[config.mk]
export PLATFORM = sky130hd
export DESIGN_NAME = seg_display_scan_flat
export DESIGN_NICKNAME = d
export VERILOG_FILES = /design/src/rtl/seg_display_pkg.sv /design/src/rtl/seg_display_scan_if.sv /design/src/rtl/seg_decoder.sv /design/src/rtl/seg_display_scan.sv /design/src/flat_wrapper.sv
export SDC_FILE = /design/constraint.sdc
export NUM_CORES = 1
export LEC_CHECK = 0
export ABC_AREA = 0
export BUFFER_PORTS_ARGS = -buffer_cell sky130_fd_sc_hd__buf_2
export CAP_MARGIN = 20
export CORE_MARGIN = 2
export CORE_UTILIZATION = 28
export DETAILED_ROUTE_END_ITERATION = 8
export REMOVE_ABC_BUFFERS = 1
export SYNTH_ARGS = -nofsm -noshare
export SYNTH_HDL_FRONTEND = slang
export SYNTH_SLANG_ARGS = --single-unit
[constraint.sdc]
create_clock -name clk -period 6.1 [get_ports clk]
set_input_delay 0.61 -clock clk [delete_from_list [all_inputs] [get_ports clk]]
set_output_delay 0.61 -clock clk [all_outputs]
set_load 0.01 [all_outputs]
[src/rtl/seg_display_pkg.sv]
// rtl/seg_display_pkg.sv - segment patterns and hex decode helper for the scanned display
package seg_display_pkg;

  // Active-low patterns, bit order g,f,e,d,c,b,a
  localparam logic [6:0] SEG_0 = 7'h40;
  localparam logic [6:0] SEG_1 = 7'h79;
  localparam logic [6:0] SEG_2 = 7'h24;
  localparam logic [6:0] SEG_3 = 7'h30;
  localparam logic [6:0] SEG_4 = 7'h19;
  localparam logic [6:0] SEG_5 = 7'h12;
  localparam logic [6:0] SEG_6 = 7'h02;
  localparam logic [6:0] SEG_7 = 7'h78;
  localparam logic [6:0] SEG_8 = 7'h00;
  localparam logic [6:0] SEG_9 = 7'h10;
  localparam logic [6:0] SEG_A = 7'h08;
  localparam logic [6:0] SEG_B = 7'h03;
  localparam logic [6:0] SEG_C = 7'h46;
  localparam logic [6:0] SEG_D = 7'h21;
  localparam logic [6:0] SEG_E = 7'h06;
  localparam logic [6:0] SEG_F = 7'h0E;

  // Full 8-bit pattern with dp and every segment dark
  localparam logic [7:0] SEG_BLANK = 8'hFF;

  function automatic logic [6:0] hex_to_seg(input logic [3:0] hex);
    logic [6:0] pat;
    case (hex)
      4'h0: pat = SEG_0;
      4'h1: pat = SEG_1;
      4'h2: pat = SEG_2;
      4'h3: pat = SEG_3;
      4'h4: pat = SEG_4;
      4'h5: pat = SEG_5;
      4'h6: pat = SEG_6;
      4'h7: pat = SEG_7;
      4'h8: pat = SEG_8;
      4'h9: pat = SEG_9;
      4'hA: pat = SEG_A;
      4'hB: pat = SEG_B;
      4'hC: pat = SEG_C;
      4'hD: pat = SEG_D;
      4'hE: pat = SEG_E;
      default: pat = SEG_F;
    endcase
    return pat;
  endfunction

endpackage

[src/rtl/seg_display_scan_if.sv]
// rtl/seg_display_scan_if.sv - display data in / anode and segment pins out
interface seg_display_scan_if #(
  parameter int NUM_DIGITS = 4
);
  logic [4*NUM_DIGITS-1:0] digits;
  logic [NUM_DIGITS-1:0]   dp_en;
  logic                    adj;
  logic [NUM_DIGITS-1:0]   blink_mask;
  logic [NUM_DIGITS-1:0]   an;
  logic [7:0]              seg;

  modport master (
    output digits, dp_en, adj, blink_mask,
    input  an, seg
  );

  modport slave (
    input  digits, dp_en, adj, blink_mask,
    output an, seg
  );
endinterface

[src/rtl/seg_decoder.sv]
// rtl/seg_decoder.sv - combinational hex digit to active-low 7-segment pattern
module seg_decoder
  import seg_display_pkg::*;
(
  input  logic [3:0] hex_i,
  output logic [6:0] seg_o
);

  assign seg_o = hex_to_seg(hex_i);

endmodule

[src/rtl/seg_display_scan.sv]
// rtl/seg_display_scan.sv - multiplexed seven-segment scanner with blink; optional SEG_DISPLAY_LEADING_ZERO_BLANK_EN
module seg_display_scan
  import seg_display_pkg::*;
#(
  parameter int NUM_DIGITS  = 4,
  parameter int REFRESH_DIV = 150000,
  parameter int BLINK_DIV   = 12500000
) (
  input logic               clk,
  input logic               rst,
  seg_display_scan_if.slave bus
);

  localparam int IDX_W = (NUM_DIGITS  > 1) ? $clog2(NUM_DIGITS)  : 1;
  localparam int REF_W = (REFRESH_DIV > 1) ? $clog2(REFRESH_DIV) : 1;
  localparam int BLK_W = (BLINK_DIV   > 1) ? $clog2(BLINK_DIV)   : 1;

  localparam logic [IDX_W-1:0] IDX_LAST = IDX_W'(NUM_DIGITS - 1);
  localparam logic [REF_W-1:0] REF_LAST = REF_W'(REFRESH_DIV - 1);
  localparam logic [BLK_W-1:0] BLK_LAST = BLK_W'(BLINK_DIV - 1);

  logic [REF_W-1:0]      refresh_cnt_q, refresh_cnt_d;
  logic [IDX_W-1:0]      scan_idx_q, scan_idx_d;
  logic [BLK_W-1:0]      blink_cnt_q, blink_cnt_d;
  logic                  blink_phase_q, blink_phase_d;
  logic [NUM_DIGITS-1:0] an_q, an_d;
  logic [7:0]            seg_q, seg_d;

  logic [3:0]            cur_digit;
  logic                  cur_dp;
  logic                  cur_mask;
  logic                  cur_lz;
  logic [6:0]            cur_seg7;
  logic [NUM_DIGITS-1:0] lz_blank;

  // Refresh divider: hold each digit for REFRESH_DIV cycles, then step the scan index
  always_comb begin
    refresh_cnt_d = refresh_cnt_q + REF_W'(1);
    scan_idx_d    = scan_idx_q;
    if (refresh_cnt_q == REF_LAST) begin
      refresh_cnt_d = '0;
      scan_idx_d    = (scan_idx_q == IDX_LAST) ? '0 : scan_idx_q + IDX_W'(1);
    end
  end

  // Blink divider: frozen at zero outside adjust mode so entry always starts visible
  always_comb begin
    blink_cnt_d   = blink_cnt_q + BLK_W'(1);
    blink_phase_d = blink_phase_q;
    if (!bus.adj) begin
      blink_cnt_d   = '0;
      blink_phase_d = 1'b0;
    end else if (blink_cnt_q == BLK_LAST) begin
      blink_cnt_d   = '0;
      blink_phase_d = ~blink_phase_q;
    end
  end

`ifdef SEG_DISPLAY_LEADING_ZERO_BLANK_EN
  // Leading-zero suppression: walk down from the top digit while the run of zeros holds
  always_comb begin
    logic zero_run;
    zero_run = 1'b1;
    lz_blank = '0;
    for (int i = NUM_DIGITS - 1; i >= 0; i--) begin
      zero_run = zero_run & (bus.digits[4*i +: 4] == 4'h0);
      if (i > 0) begin
        lz_blank[i] = zero_run & ~bus.dp_en[i];
      end
    end
  end
`else
  assign lz_blank = '0;
`endif

  // Select the digit, dp, blink and suppression bits for the slot being scanned
  always_comb begin
    cur_digit = 4'h0;
    cur_dp    = 1'b0;
    cur_mask  = 1'b0;
    cur_lz    = 1'b0;
    for (int i = 0; i < NUM_DIGITS; i++) begin
      if (scan_idx_q == IDX_W'(i)) begin
        cur_digit = bus.digits[4*i +: 4];
        cur_dp    = bus.dp_en[i];
        cur_mask  = bus.blink_mask[i];
        cur_lz    = lz_blank[i];
      end
    end
  end

  seg_decoder u_dec (
    .hex_i (cur_digit),
    .seg_o (cur_seg7)
  );

  // Next pin values; a blanked slot keeps its timing but drives everything dark
  always_comb begin
    an_d  = ~(NUM_DIGITS'(1) << scan_idx_q);
    seg_d = {~cur_dp, cur_seg7};
    if ((bus.adj && blink_phase_q && cur_mask) || cur_lz) begin
      an_d  = '1;
      seg_d = SEG_BLANK;
    end
  end

  // State and registered pin outputs
  always_ff @(posedge clk) begin
    if (rst) begin
      refresh_cnt_q <= '0;
      scan_idx_q    <= '0;
      blink_cnt_q   <= '0;
      blink_phase_q <= 1'b0;
      an_q          <= '1;
      seg_q         <= SEG_BLANK;
    end else begin
      refresh_cnt_q <= refresh_cnt_d;
      scan_idx_q    <= scan_idx_d;
      blink_cnt_q   <= blink_cnt_d;
      blink_phase_q <= blink_phase_d;
      an_q          <= an_d;
      seg_q         <= seg_d;
    end
  end

  assign bus.an  = an_q;
  assign bus.seg = seg_q;

endmodule

[src/flat_wrapper.sv]
// flat-port wrapper written by rule: the top's interface ports become plain ports
module seg_display_scan_flat import seg_display_pkg::*;
#(
  parameter int NUM_DIGITS  = 4,
  parameter int REFRESH_DIV = 150000,
  parameter int BLINK_DIV   = 12500000
)
  (clk, rst, bus_digits, bus_dp_en, bus_adj, bus_blink_mask, bus_an, bus_seg);
  seg_display_scan_if #(.NUM_DIGITS(NUM_DIGITS)) bus_i ();
  input logic clk;
  input logic rst;
  input wire logic [$bits(bus_i.digits)-1:0] bus_digits;
  input wire logic [$bits(bus_i.dp_en)-1:0] bus_dp_en;
  input wire logic [$bits(bus_i.adj)-1:0] bus_adj;
  input wire logic [$bits(bus_i.blink_mask)-1:0] bus_blink_mask;
  output wire logic [$bits(bus_i.an)-1:0] bus_an;
  output wire logic [$bits(bus_i.seg)-1:0] bus_seg;
  assign bus_i.digits = bus_digits;
  assign bus_i.dp_en = bus_dp_en;
  assign bus_i.adj = bus_adj;
  assign bus_i.blink_mask = bus_blink_mask;
  assign bus_an = bus_i.an;
  assign bus_seg = bus_i.seg;
  seg_display_scan #(.NUM_DIGITS(NUM_DIGITS), .REFRESH_DIV(REFRESH_DIV), .BLINK_DIV(BLINK_DIV)) u_core (.clk(clk), .rst(rst), .bus(bus_i));
endmodule
; ---- Yosys cells after proc, flatten, opt, wreduce, memory -nomap -nowiden
; Memories as Yosys holds them, arrays and structs flattened. A register that Yosys moved wholly into a read port is not among the register bits.
; Index checks and enable logic that the tools add are counted.
[classes]
addsub = 3
eq_ne = 5
n_shift = 1
muxes = 13
n_bitwise = 4
n_reduce_logical = 7
[ops]
columns = operator, count
row1 = $add A24 B1 Y24 const B, 1
row2 = $eq A24 B24 Y1 const B, 1
row3 = $add A18 B1 Y18 const B, 1
row4 = $eq A18 B18 Y1 const B, 1
row5 = $mux W4, 4
row6 = $mux W1, 8
row7 = $reduce_or A2 Y1, 3
row8 = $eq A2 B2 Y1 const B, 2
row9 = $not A4 Y4, 1
row10 = $shl A1 B2 Y4 const A, 1
row11 = $not A1 Y1, 3
row12 = $reduce_or A3 Y1, 1
row13 = $add A2 B1 Y2 const B, 1
row14 = $eq A2 B1 Y1 const B, 1
row15 = $logic_and A1 B1 Y1, 2
row16 = $logic_not A2 Y1, 1
row17 = $mux W2, 1
[word_totals]
register_bits = 57
mem_bits_ro = 112
output_inout_bits = 12
word_cells = 40
mem_count = 1
[memory_table]
columns = name, words, width, rd, rd_ports_with_merged_regs, wr, line
row1 = (name not given), 16, 7, 1, 1, 0, seg_display_pkg.sv:27  ; case (hex)

; ---- Longest topological paths before layout
[logic_depth]
ltp_word = 7
depth_mapped = 12
ltp_nobuf = 11

; ---- Hierarchy
; A second synthesis with hierarchy kept.
[hier_totals]
hier_cells = 342
hier_area_um2 = 2922.8
[by_module_without_submodules]
columns = module, instances, cells_each, area_per_inst_um2, seq_area_each_um2
row1 = seg_display_scan, 1, 310, 2647.5, 1141.1
row2 = seg_decoder, 1, 32, 275.3, 0.0

; ---- Least setup slack after synthesis
; OpenSTA, ideal clock, no wires.
[synth_timing]
kind = register to register
startpoint = reg u_core.scan_idx_q[1]
endpoint = reg u_core.seg_q[3] (netlist: u_core.bus.seg[3])
setup_time_ns = 0.120
arrival_ns = 2.002
required_time_ns = 5.980
setup_slack_ns = 3.978
stages_incl_launch_ff = 11
synth_period_minus_slack_ns = 2.122
path_cell_list = dfxtp_1 -> inv_1 -> ha_1 -> buf_2 -> nand3b_1 -> a31oi_1 -> inv_1 -> ha_1 -> mux2_4 -> mux2i_1 -> nand2_1
[synth_via]
elab_chain_len = 7
word_cells_on_any_way = 14
[synth_rtl]
columns = item, line
row1 = start: declaration, seg_display_scan.sv:23  ; logic [IDX_W-1:0] scan_idx_q, scan_idx_d;
row2 = start signal: assignment, seg_display_scan.sv:118  ; scan_idx_q <= scan_idx_d;
row3 = $logic_not A2 Y1, seg_display_scan.sv:83  ; if (scan_idx_q == IDX_W'(i)) begin
row4 = $mux W1 (4 in a row), seg_display_scan.sv:83
row5 = $logic_and A1 B1 Y1, seg_display_scan.sv:101  ; if ((bus.adj && blink_phase_q && cur_mask) || cur_lz) begin
row6 = $reduce_or A2 Y1 (no source line), --
row7 = end: declaration, seg_display_scan.sv:27  ; logic [7:0] seg_q, seg_d;
; Several ways; a longest one is shown, not always the timed one.
; A chain may end at the register's enable or synchronous reset.

; ---- Worst setup path after layout
[layout_timing]
startpoint = reg u_core.scan_idx_q[0]
endpoint = reg u_core.seg_q[5] (netlist: u_core.bus.seg[5])
; Same word-level chain as after synthesis.

==> results by group <==
Run status
  – Outcome: completed

Yosys
  – Post-Syn Area: 2810 um^2
  – Yosys cell types: between 40 and 50
  – Ys flop type: dfxtp_1
  – Largest cells by area after synthesis: dfxtp_1 (41%), nor2_1 (7.6%), xor2_1 (6.2%)
  – Synth Register Bits: 57
  – Gate Count Post-Synth: about 320
  – Syn avg cell area: ~8.7 um^2
  – Sequential fraction of the synthesis area: between 40 and 50%
  – Post-synth EDFFs: 0
  – Top cell type by total area after synthesis: dfxtp_1
  – Synthesis Warnings: 0
  – Post-synth ARST share: 0%
  – Synth top area share: about two fifths

STA
  – Max Slew Vio Count: 0
  – Period utilisation layout: a little over two fifths
  – Final-report hold violation count: 0
  – Setup_tns: 0 ps
  – Clock skew: between 7 and 8 ps
  – Fmax: slightly below 400 MHz
  – Final min period: about 2600 ps
  – Final setup violation count: 0
  – Hold WS: ~450 ps
  – Max_slew headroom: 31.0%
  – RSZ-0062 raised after global routing: false
  – Worst slew pin tran: 1030 ps

Placed design
  – # placed instances: roughly 480
  – IO Port Bufs: 38
  – Dpl hpwl: between 3 and 4 mm
  – Gp weighted congestion: between 0.7 and 0.8

Finish
  – Layout area overhead: 16.5%
  – Most frequent cells in the layout: nor2_1 (57), dfxtp_1 (57), buf_2 (38)
  – Ratio of cells with drive above 1 in the final layout: between 10% and 20%
  – # nets final: 400
  – Fill cells: 1,049
  – Final non-filler cell total: roughly 500
  – # diodes: 0

Setup path
  – CP max FO: 13
  – RR Startpoint: u_core.scan_idx_q[0]$_SDFFE_PP0N_
  – Slowest stage delay, CP: ~800 ps
  – Reg2reg end: u_core.bus.seg[5]$_SDFF_PP1_
  – Crit end category: flop
  – Reg2reg setup slack: 3520 ps
  – CP startpoint kind: flop
  – Critical path class: reg -> reg
  – Slowest CP cell: a31oi_1
  – WP data required: between 6000 and 7000 ps
  – Critical Path AT: about 2700 ps
  – FF-to-FF path depth: 6
  – Critical Path, Cell by Cell: ha_1 -> nor2b_1 -> a221oi_1 -> o31ai_1 -> a31oi_1 -> o221ai_1

Power and ir drop
  – Pwr dens: roughly 230 nW/um^2
  – P_leak: 1.24 nW
  – Peak VDD IR: 135 uV

Min path
  – Hold Path Sink: u_core.blink_cnt_q[0]$_SDFF_PP0_
  – HP Class: reg -> reg
  – Worst hold stages: 1
  – Hold_sp: u_core.blink_cnt_q[0]$_SDFF_PP0_

Clock tree
  – Hold buffers post-CTS: 0
  – Clock sinks: 57
  – Post_cts resized: 0
  – Post-CTS Setup Bufs: 0
  – Bufs on Longest Clock Path: 2
  – Clk pin slew, worst setup/hold paths: 60 ps
  – TritonCTS buffer count: 9
  – CTS H-tree lvls: 3
  – Clock Tree Root: clkbuf_8
  – Clk_lat worst skew: about 330 ps
  – CTS tree: yes

Route
  – Vias: roughly 2,300
  – Vias per cell: between 4 and 5
  – # DRC: 0
  – Routed WL per cell: 11.0 um
  – Pre-antenna DRT Iters: 4
  – First DRT Iteration DRCs: 92
  – Number of nets with antenna violations after routing: 0
  – WL final: around 5.5 mm

Global route
  – Total GRT Usage: between 10% and 20%
  – Initial antenna violation count: 0
  – First-pass GRT wire length: about 9.8 mm
  – GRT Residual Overflow: 0
  – Vias in the first global route: 2,236
  – Largest net degree at the start of global routing: 24

Die
  – Full die area: around 11,000 um^2
  – Core area: 9770 um^2
  – Rows: 36
  – IO Count: 39
  – Die height: 104 um
  – Initial Util: between 20 and 30%
  – Die X: between 100 and 150 um

Job
  – Max-cap viol count: 0
worst max path at each step:
| stage | from | to | slack [ps] |
|---|---|---|---|
| finish | u_core.scan_idx_q[0]$_SDFFE_PP0N_ | u_core.bus.seg[5]$_SDFF_PP1_ | 3520 |
| detailed placement | u_core.scan_idx_q[0]$_SDFFE_PP0N_ | u_core.bus.seg[5]$_SDFF_PP1_ | 3580 |
| CTS | u_core.scan_idx_q[0]$_SDFFE_PP0N_ | u_core.bus.seg[5]$_SDFF_PP1_ | 3560 |
| global placement | u_core.scan_idx_q[0]$_SDFFE_PP0N_ | u_core.bus.seg[3]$_SDFF_PP1_ | 3680 |
| global route | u_core.scan_idx_q[1]$_SDFFE_PP0N_ | u_core.bus.seg[5]$_SDFF_PP1_ | 3300 |
| floorplan | u_core.scan_idx_q[0]$_SDFFE_PP0N_ | u_core.bus.seg[3]$_SDFF_PP1_ | 3930 |
cells by family (layout without fill, tap and decap cells):
group | Yosys count | count (layout) | share of synthesized area, %
buffers and inverters | 27 | 68 | 4.53
AOI/OAI and AO/OA | 27 | 27 | 6.58
adders and majority gates | 12 | 12 | 5.34
muxes | 4 | 4 | 1.60
xor gates and xnor gates | 39 | 39 | 12.1
DFF | 57 | 57 | 40.6
and+or+nand+nor | 158 | 158 | 29.3
power breakdown:
group / internal (mW) / switching, mW
Clock: 0.176 / 0.139
Sequential: 0.379 / 0.00287
Combinational: 0.0209 / 0.0257
Total: 0.576 / 0.167
cells in the mapped netlist, drive strengths merged (2+ instances only):
cell type,n
nor2,58
dfxtp,57
nand2,28
xor2,20
xnor2,19
nand3,18
inv,15
buf,12
ha,12
nand4,11
a21oi,9
and3,8
nor2b,5
nor4,5
o21ai,5
nand3b,4
nor3,4
or2,4
and4,3
mux2i,3
nand2b,3
nor3b,3
o221ai,3
a31oi,2
nor4b,2
layer usage:
layer	routed length [um]	GRT usage, %	vias to the layer above
met3	199	4.20	8
met1	2590	12.9	1056
met2	2620	18.0	32
met4	75	4.34	0
met5	0	0	-
li1	-	-	1167
per-stage QoR:
step | area (um^2) | power, mW | worst slack [ps] | util (%)
floorplan | 2740 | 0.418 | 3930 | -
global placement | 3100 | 0.437 | 3680 | 31.7
detailed placement | 3100 | 0.437 | 3580 | 31.7
CTS | 3280 | 0.758 | 3560 | 33.6
global route | 3280 | 0.781 | 3300 | 33.6
finish | 3280 | 0.743 | 3520 | 33.6
critical path: cells and delay by family (launching register included):
| kind | cells | cell delay (ps) |
|---|---|---|
| fa+ha+maj | 1 | 420 |
| flops | 1 | 400 |
| simple gates | 1 | 90 |
| compound gates | 4 | 1490 |
cell type report:
type / count / area [um^2] / share of cell area, %
multi-input combinational: 240 / 1550 / 47.1
sequential: 57 / 1140 / 34.8
timing repair buffer: 38 / 190 / 5.80
tap: 133 / 166 / 5.07
clock buffer: 12 / 165 / 5.04
inverter: 15 / 56.3 / 1.72
clock inverter: 3 / 15.0 / 0.458
flip-flops by register name, summed over array words and instances, names as in the netlist:
signal / count
u_core.blink_cnt_q: 24
u_core.bus.an: 4
u_core.bus.seg: 8
u_core.scan_idx_q: 2
u_core.blink_phase_q: 1
u_core.refresh_cnt_q: 18
Power figures use the tool's default switching activity.
